`src/rtl/fir_decim_if.sv`:
```
// Sample/result bus for the FIR decimator.
// master: drives samples and the result-ready strobe, observes results.
// slave : the decimator itself.
//   in_valid  - x_in carries an accepted sample this cycle
//   x_in      - signed sample from the upstream FIR
//   out_ready - consumer takes y_out this cycle
//   y_out     - signed, rounded window average
//   out_valid - y_out holds an unconsumed result
//   overrun   - sticky: a result was overwritten before being consumed
interface fir_decim_if #(
    parameter int DATA_W = 8
);
    logic                     in_valid;
    logic signed [DATA_W-1:0] x_in;
    logic                     out_ready;
    logic signed [DATA_W-1:0] y_out;
    logic                     out_valid;
    logic                     overrun;

    modport master (
        output in_valid, x_in, out_ready,
        input  y_out, out_valid, overrun
    );

    modport slave (
        input  in_valid, x_in, out_ready,
        output y_out, out_valid, overrun
    );
endinterface

```
`src/rtl/fir_decim.sv`:
```
// Averaging decimator behind a FIR stage: sums N = 1/2/4/8 accepted samples
// and emits the round-half-up average, one result per window.
//   clk     - single rising-edge clock
//   reset   - synchronous, active-high
//   dec_sel - decimation code (0..3 -> N = 1, 2, 4, 8), taken at window start
//   bus     - sample in / result out handshake (fir_decim_if.slave)
module fir_decim #(
    parameter int DATA_W = 8,
    parameter int ACC_W  = DATA_W + 4
) (
    input  logic        clk,
    input  logic        reset,
    input  logic [1:0]  dec_sel,
    fir_decim_if.slave  bus
);

    logic [1:0]               n_cur;
    logic [1:0]               win_sel;
    logic [2:0]               cnt;
    logic [2:0]               cnt_last;
    logic signed [ACC_W-1:0]  acc;
    logic signed [ACC_W-1:0]  x_ext;
    logic signed [ACC_W-1:0]  sum;
    logic signed [ACC_W-1:0]  rnd;
    logic signed [ACC_W-1:0]  sum_rnd;
    logic signed [ACC_W-1:0]  shifted;
    logic signed [DATA_W-1:0] y_next;
    logic signed [DATA_W-1:0] y_q;
    logic                     valid_q;
    logic                     overrun_q;
    logic                     win_done;

    always_comb begin
        // The first sample of a window uses the live dec_sel, so an N==1
        // window both starts and completes on the same sample.
        win_sel  = (cnt == '0) ? dec_sel : n_cur;
        cnt_last = 3'((4'd1 << win_sel) - 4'd1);
        x_ext    = {{(ACC_W-DATA_W){bus.x_in[DATA_W-1]}}, bus.x_in};
        sum      = (cnt == '0) ? x_ext : acc + x_ext;
        rnd      = '0;
        if (win_sel != 2'd0)
            rnd = ACC_W'(1) << (win_sel - 2'd1);
        sum_rnd  = sum + rnd;
        shifted  = sum_rnd >>> win_sel;
        y_next   = shifted[DATA_W-1:0];
        win_done = bus.in_valid && (cnt == cnt_last);
    end

    always_ff @(posedge clk) begin
        if (reset) begin
            y_q       <= '0;
            valid_q   <= 1'b0;
            overrun_q <= 1'b0;
            acc       <= '0;
            cnt       <= '0;
            n_cur     <= dec_sel;
        end else begin
            if (bus.in_valid) begin
                acc <= sum;
                cnt <= win_done ? 3'd0 : cnt + 3'd1;
                if (cnt == '0)
                    n_cur <= dec_sel;
            end

            if (win_done) begin
                y_q     <= y_next;
                valid_q <= 1'b1;
                // A consume on the same edge frees the slot, so no overrun.
                if (valid_q && !bus.out_ready)
                    overrun_q <= 1'b1;
            end else if (valid_q && bus.out_ready) begin
                valid_q <= 1'b0;
            end
        end
    end

    assign bus.y_out     = y_q;
    assign bus.out_valid = valid_q;
    assign bus.overrun   = overrun_q;

endmodule
```
`src/flat_wrapper.sv`:
```
// flat-port wrapper written by rule: the top's interface ports become plain ports
module fir_decim_flat 
#(
    parameter int DATA_W = 8,
    parameter int ACC_W  = DATA_W + 4
)
  (clk, reset, dec_sel, bus_in_valid, bus_x_in, bus_out_ready, bus_y_out, bus_out_valid, bus_overrun);
  fir_decim_if #(.DATA_W(DATA_W)) bus_i ();
  input  logic clk;
  input  logic reset;
  input  logic [1:0] dec_sel;
  input wire logic [$bits(bus_i.in_valid)-1:0] bus_in_valid;
  input wire logic [$bits(bus_i.x_in)-1:0] bus_x_in;
  input wire logic [$bits(bus_i.out_ready)-1:0] bus_out_ready;
  output wire logic [$bits(bus_i.y_out)-1:0] bus_y_out;
  output wire logic [$bits(bus_i.out_valid)-1:0] bus_out_valid;
  output wire logic [$bits(bus_i.overrun)-1:0] bus_overrun;
  assign bus_i.in_valid = bus_in_valid;
  assign bus_i.x_in = bus_x_in;
  assign bus_i.out_ready = bus_out_ready;
  assign bus_y_out = bus_i.y_out;
  assign bus_out_valid = bus_i.out_valid;
  assign bus_overrun = bus_i.overrun;
  fir_decim #(.DATA_W(DATA_W), .ACC_W(ACC_W)) u_core (.clk(clk), .reset(reset), .dec_sel(dec_sel), .bus(bus_i));
endmodule
```
`config.mk`:
```
export PLATFORM = sky130hd
export DESIGN_NAME = fir_decim_flat
export DESIGN_NICKNAME = d
export VERILOG_FILES = /design/src/rtl/fir_decim_if.sv /design/src/rtl/fir_decim.sv /design/src/flat_wrapper.sv
export SDC_FILE = /design/constraint.sdc
export NUM_CORES = 1
export LEC_CHECK = 0
export BUFFER_PORTS_ARGS = -buffer_cell sky130_fd_sc_hd__buf_4
export CAP_MARGIN = 20
export CORE_MARGIN = 2
export CORE_UTILIZATION = 30
export DETAILED_ROUTE_END_ITERATION = 10
export SYNTH_ARGS = -nofsm -noshare
export SYNTH_HDL_FRONTEND = slang
export SYNTH_SLANG_ARGS = --single-unit
```
`constraint.sdc`:
```
create_clock -name clk -period 5.6 [get_ports clk]
set_clock_uncertainty 0.2 [all_clocks]
set_input_delay 0.28 -clock clk [delete_from_list [all_inputs] [get_ports clk]]
set_output_delay 0.28 -clock clk [all_outputs]
set_load 0.01 [all_outputs]
```
Word level (Yosys, flattened, before mapping)
Index checks and enable logic that the tools add are counted.
Storage, ports and cells
  register bits after elaboration: 27
  input port bits: 14
  output and inout port bits: 10
  word-level logic and storage cells: 32
Operators by class
  add/sub/neg operators: 5
  equality and inequality tests: 1
  shift operators: 3
  mux-type cells: 8
  reductions and logical operators: 9
Operator list (count)
  two-way mux 12 bit: 2
  adder 12 bit: 1
  adder 12 x 8 -> 12 bit: 1
  << shifter 1 x 2 -> 12 bit, first input constant: 1
  >>> shifter 12 x 2 -> 8 bit: 1
  two-way mux 2 bit: 3
  nonzero test 2 bit: 3
  adder 3 x 1 -> 3 bit, second input constant: 1
  == test 3 bit: 1
  logical AND 1 bit: 3
  zero test 3 bit: 1
  two-way mux 3 bit: 1
  << shifter 1 x 2 -> 3 bit, first input constant: 1
  subtractor 3 x 1 -> 3 bit, second input constant: 1
  two-way mux 1 bit: 2
  AND reduction 2 bit: 1
  subtractor 2 x 1 -> 2 bit, second input constant: 1
  zero test 1 bit: 1

Depth between registers and ports, before layout
  word-level depth: 7
  depth in mapped cells: 19
  mapped depth without buffers: 17

Worst setup path after synthesis
Ideal clock, no wire load.
  path type: reg-to-reg
  start point: register u_core.cnt[0]
  end point: register u_core.y_q[5], in the netlist u_core.bus.y_out[5]
  library setup time: 117 ps
  data arrival time: 3765 ps
  required time: 5283 ps
  slack: 1517 ps
  cell stages (with the launch flop): 18
  buffers on the path: 2
  period minus slack after synthesis: 4083 ps
  cell sequence: dfxtp_1 inv_1 ha_1 nor2b_1 buf_2 mux2i_1 clkbuf_1 nor2_1 ha_1 inv_1 fa_1 inv_1 a21o_1 a21oi_1 a2111oi_4 mux2_4 or3_1 a32o_1
On the way
  word-level cells in the longest chain between the ends: 7
  elaborated cells on any way between the ends: 13
  classes of those cells: add/sub: 3; eq/ne: 1; shift: 3; mux: 3; reduce/logical: 3
Ends and longest elaborated chain
  from (decl): RTL line fir_decim.sv:19  | logic [2:0] cnt;
  from (signal assigned): RTL line fir_decim.sv:60  | cnt <= win_done ? 3'd0 : cnt + 3'd1;
  zero test 3 bit: RTL line fir_decim.sv:36, fir_decim.sv:39
  two-way mux 2 bit
  subtractor 2 x 1 -> 2 bit: RTL line fir_decim.sv:42  | rnd = ACC_W'(1) << (win_sel - 2'd1);
  << shifter 1 x 2 -> 12 bit: RTL line fir_decim.sv:42
  two-way mux 12 bit: RTL line fir_decim.sv:41  | if (win_sel != 2'd0)
  adder 12 bit: RTL line fir_decim.sv:43  | sum_rnd = sum + rnd;
  >>> shifter 12 x 2 -> 8 bit: RTL line fir_decim.sv:44  | shifted = sum_rnd >>> win_sel;
  to (signal assigned): RTL line fir_decim.sv:66  | y_q <= y_next;
  to (decl): RTL line fir_decim.sv:28  | logic signed [DATA_W-1:0] y_q;
Several ways; a longest one is shown, not always the timed one.
A chain may end at the register's enable or synchronous reset.

Final worst setup path
Ends and elaborated chain as after synthesis.

==> metrics.txt <==
status=complete, no violations; Slew Viols, Final=0; hold-fix buffer count after cts=0; Worst setup EP type=flop; Routed Antenna Nets=0; clock buffer depth=2; drt wl/cell=roughly 14 µm; Setup TNS Final=0 ps; ratio of cells with drive above 1 in the final layout=0.162; VDD IR max=0.174 mV; crit-path cells=inv_1 > ha_1 > nor2b_1 > buf_4 > nand2_1 > nand2_1 > nor2_1 > ha_1 > inv_1 > fa_1 > inv_1 > a21o_1 > a21oi_1 > a211oi_1 > xor2_1 > nor2_1 > or3_1 > a32o_1; post-DP HPWL=4220 µm; PwrDens=288 nW/µm²; grt ovf=0; Main synth FF type=dfxtp_1; antenna cells=0; Starting Density=0.312; Post-Layout Cell Count=396; antenna violations before repair=0; Worst Reg-to-Reg Cells=18; EDFF count, synth=2; worst min-delay path class=in -> reg; Rows=31; crit path max fanout=22; synth-to-layout area growth=14.9%; Max H-tree Level=1; slowest stage delay, CP=roughly 410 ps; dpl cells=392; Cells after Synth=280; Worst EP required=5580 ps; actual slew at the worst max-slew pin=717 ps; Via Count=roughly 2100; vias in the first global route=1940; startpoint types=flop; hold path start=bus_out_ready; Final Hold Vio Count=0; Chip Width=91.0 µm; # IOs=24; total CTS buffers=3; RSZ-0062 raised after global routing=false; maxcap violations=0; core box area=7290 µm²; post-synthesis sequential area ratio=0.238; Resized Gates After CTS=0; most frequent CP cell=inv_1; library cells used by synthesis=58; final core utilization=0.358; Multi-input gate area=1650 µm²; iteration-0 DRC count of the detailed router=125; hold path depth=3; Worst Hold End=u_core.bus.out_valid; leakage power=between 1 and 1.5 nW; R2R setup slack=~1400 ps; routed wire length=roughly 5600 µm; post-CTS setup buffer count=0; Final min period=4190 ps; Routability Congestion=between 0.8 and 0.9; Synthesis Warnings=0; Fillers=between 800 and 900; r2r endpoint=u_core.bus.y_out[5]; crit path max-delay cell type=dfxtp_1; crit share post-route=0.748; CTS sink count=26; critical setup path kind=reg -> reg; vias per cell=approximately 5.2; count of input and output buffers=23; FF+latch area=541 µm²; largest net degree at the start of global routing=31; Peak Freq=around 240 MHz; RR Startpoint=u_core.cnt[0]; syn avg cell area=8.11 µm²; drt drc=0; Die H=approximately 90 µm; clock latency on the worst-skew pair=280 ps; clock slew at reported path FFs=100 ps; synthesized net count=312; Post-synth ARST share=0; Nets=330; area of the mapped netlist=about 2300 µm²; GRT Overall Usage=0.135; Worst slew margin=0.519; first-pass GRT wire length=between 9000 and 10000 µm; flops & latches, synth=26; setup violators final=0; CTS tree=done; Pre-Repair DR Iteration Count=4; die area=8290 µm²; Root Driver=clkbuf_8; Worst EP arrival=4170 ps
synth_stat cells (3+ instances only):
master    instances  share of area
nand2_1          30          0.050
nor2_1           28          0.046
dfxtp_1          24           0.21
a21oi_1          18          0.040
ha_1             16          0.088
mux2i_1          13          0.057
clkbuf_1         11          0.018
nand3_1          11          0.024
o211ai_1         10          0.033
nand2b_1          9          0.025
xor2_1            9          0.035
inv_1             8          0.013
a211oi_1          7          0.023
o21ai_0           7          0.015
a21o_1            5          0.017
xnor2_1           5          0.019
mux2_2            4          0.020
a311oi_1          3          0.012
nand3b_1          3         0.0099
nand4_1           3         0.0083
nor3_1            3         0.0066
nor3b_1           3         0.0099
or3_1             3         0.0083
registers in the layout, summed over array words and instances (netlist names):
register	count
u_core.bus.overrun	1
u_core.n_cur	2
u_core.bus.out_valid	1
u_core.bus.y_out	8
u_core.cnt	3
u_core.acc	11
cells by family (layout without fill, tap and decap cells):
| family | Yosys count | count (layout) | share of synthesized area |
|---|---|---|---|
| AO/OA/AOI/OAI | 74 | 74 | 0.243 |
| XOR/XNOR | 14 | 14 | 0.0540 |
| adder cells (fa/ha/maj) | 18 | 18 | 0.106 |
| buffers and inverters | 21 | 38 | 0.0358 |
| flip-flops | 26 | 26 | 0.238 |
| multiplexers | 18 | 18 | 0.0837 |
| other | 1 | 1 | 0.00165 |
| AND/OR/NAND/NOR | 108 | 108 | 0.238 |
per-stage QoR:
stage | hold slack [ps] | area (µm²) | setup WS [ps] | total power [mW]
floorplan | 250 | 2270 | 1520 | 0.504
global placement | 244 | 2540 | 1600 | 0.588
detailed placement | 248 | 2540 | 1490 | 0.591
CTS | 72.4 | 2610 | 1450 | 0.759
global route | 78.7 | 2610 | 1100 | 0.814
finish | 82.3 | 2610 | 1410 | 0.753
metal layers:
| layer | vias up | share of wire | GRT usage |
|---|---|---|---|
| met5 | - | 0 | 0 |
| met4 | 0 | 0.0095 | 0.0278 |
| met3 | 7 | 0.031 | 0.0199 |
| met2 | 40 | 0.47 | 0.237 |
| met1 | 963 | 0.49 | 0.174 |
| li1 | 1064 | - | - |
placed cells by master (no fill, tap or decap), types with 9 or more instances in the layout:
cell type	synthesis	layout
nand2_1	30	30
nor2_1	28	28
buf_4	0	26
dfxtp_1	24	24
a21oi_1	18	18
ha_1	16	16
mux2i_1	13	13
nand3_1	11	11
o211ai_1	10	10
nand2b_1	9	9
xor2_1	9	9
worst max-delay path: cells and delay by family, from the launching register on:
kind / cells / cell delay [ps]
xor+xnor: 1 / 280
compound gates: 4 / 790
fa+ha+maj: 3 / 850
flops: 1 / 410
simple gates: 6 / 1120
buf+inv: 4 / 440
where the power goes:
part           internal, mW  switching (mW)  total, mW
Clock                0.0958          0.0661      0.162
Combinational         0.153           0.215      0.368
Sequential            0.209          0.0142      0.223
Total                 0.457           0.295      0.753
worst max path at each step:
stage | endpoint | startpoint | slack [ps]
after CTS | u_core.bus.y_out[5] | u_core.cnt[0] | 1450
after global placement | u_core.bus.y_out[5] | u_core.cnt[0] | 1600
after floorplan | u_core.bus.y_out[5] | u_core.cnt[0] | 1520
after global routing | u_core.bus.y_out[5] | u_core.cnt[0] | 1100
after detailed placement | u_core.bus.y_out[5] | u_core.cnt[0] | 1490
final | u_core.bus.y_out[5] | u_core.cnt[0] | 1410
layout make-up:
class | instances | share of cell area
Sequential cell | 26 | 0.207
Tap cell | 99 | 0.0474
Clock inverter | 1 | 0.0115
Clock buffer | 3 | 0.0158
Timing Repair Buffer | 26 | 0.0747
Inverter | 8 | 0.0115
Multi-Input combinational cell | 233 | 0.632
Power figures use the tool's default switching activity.
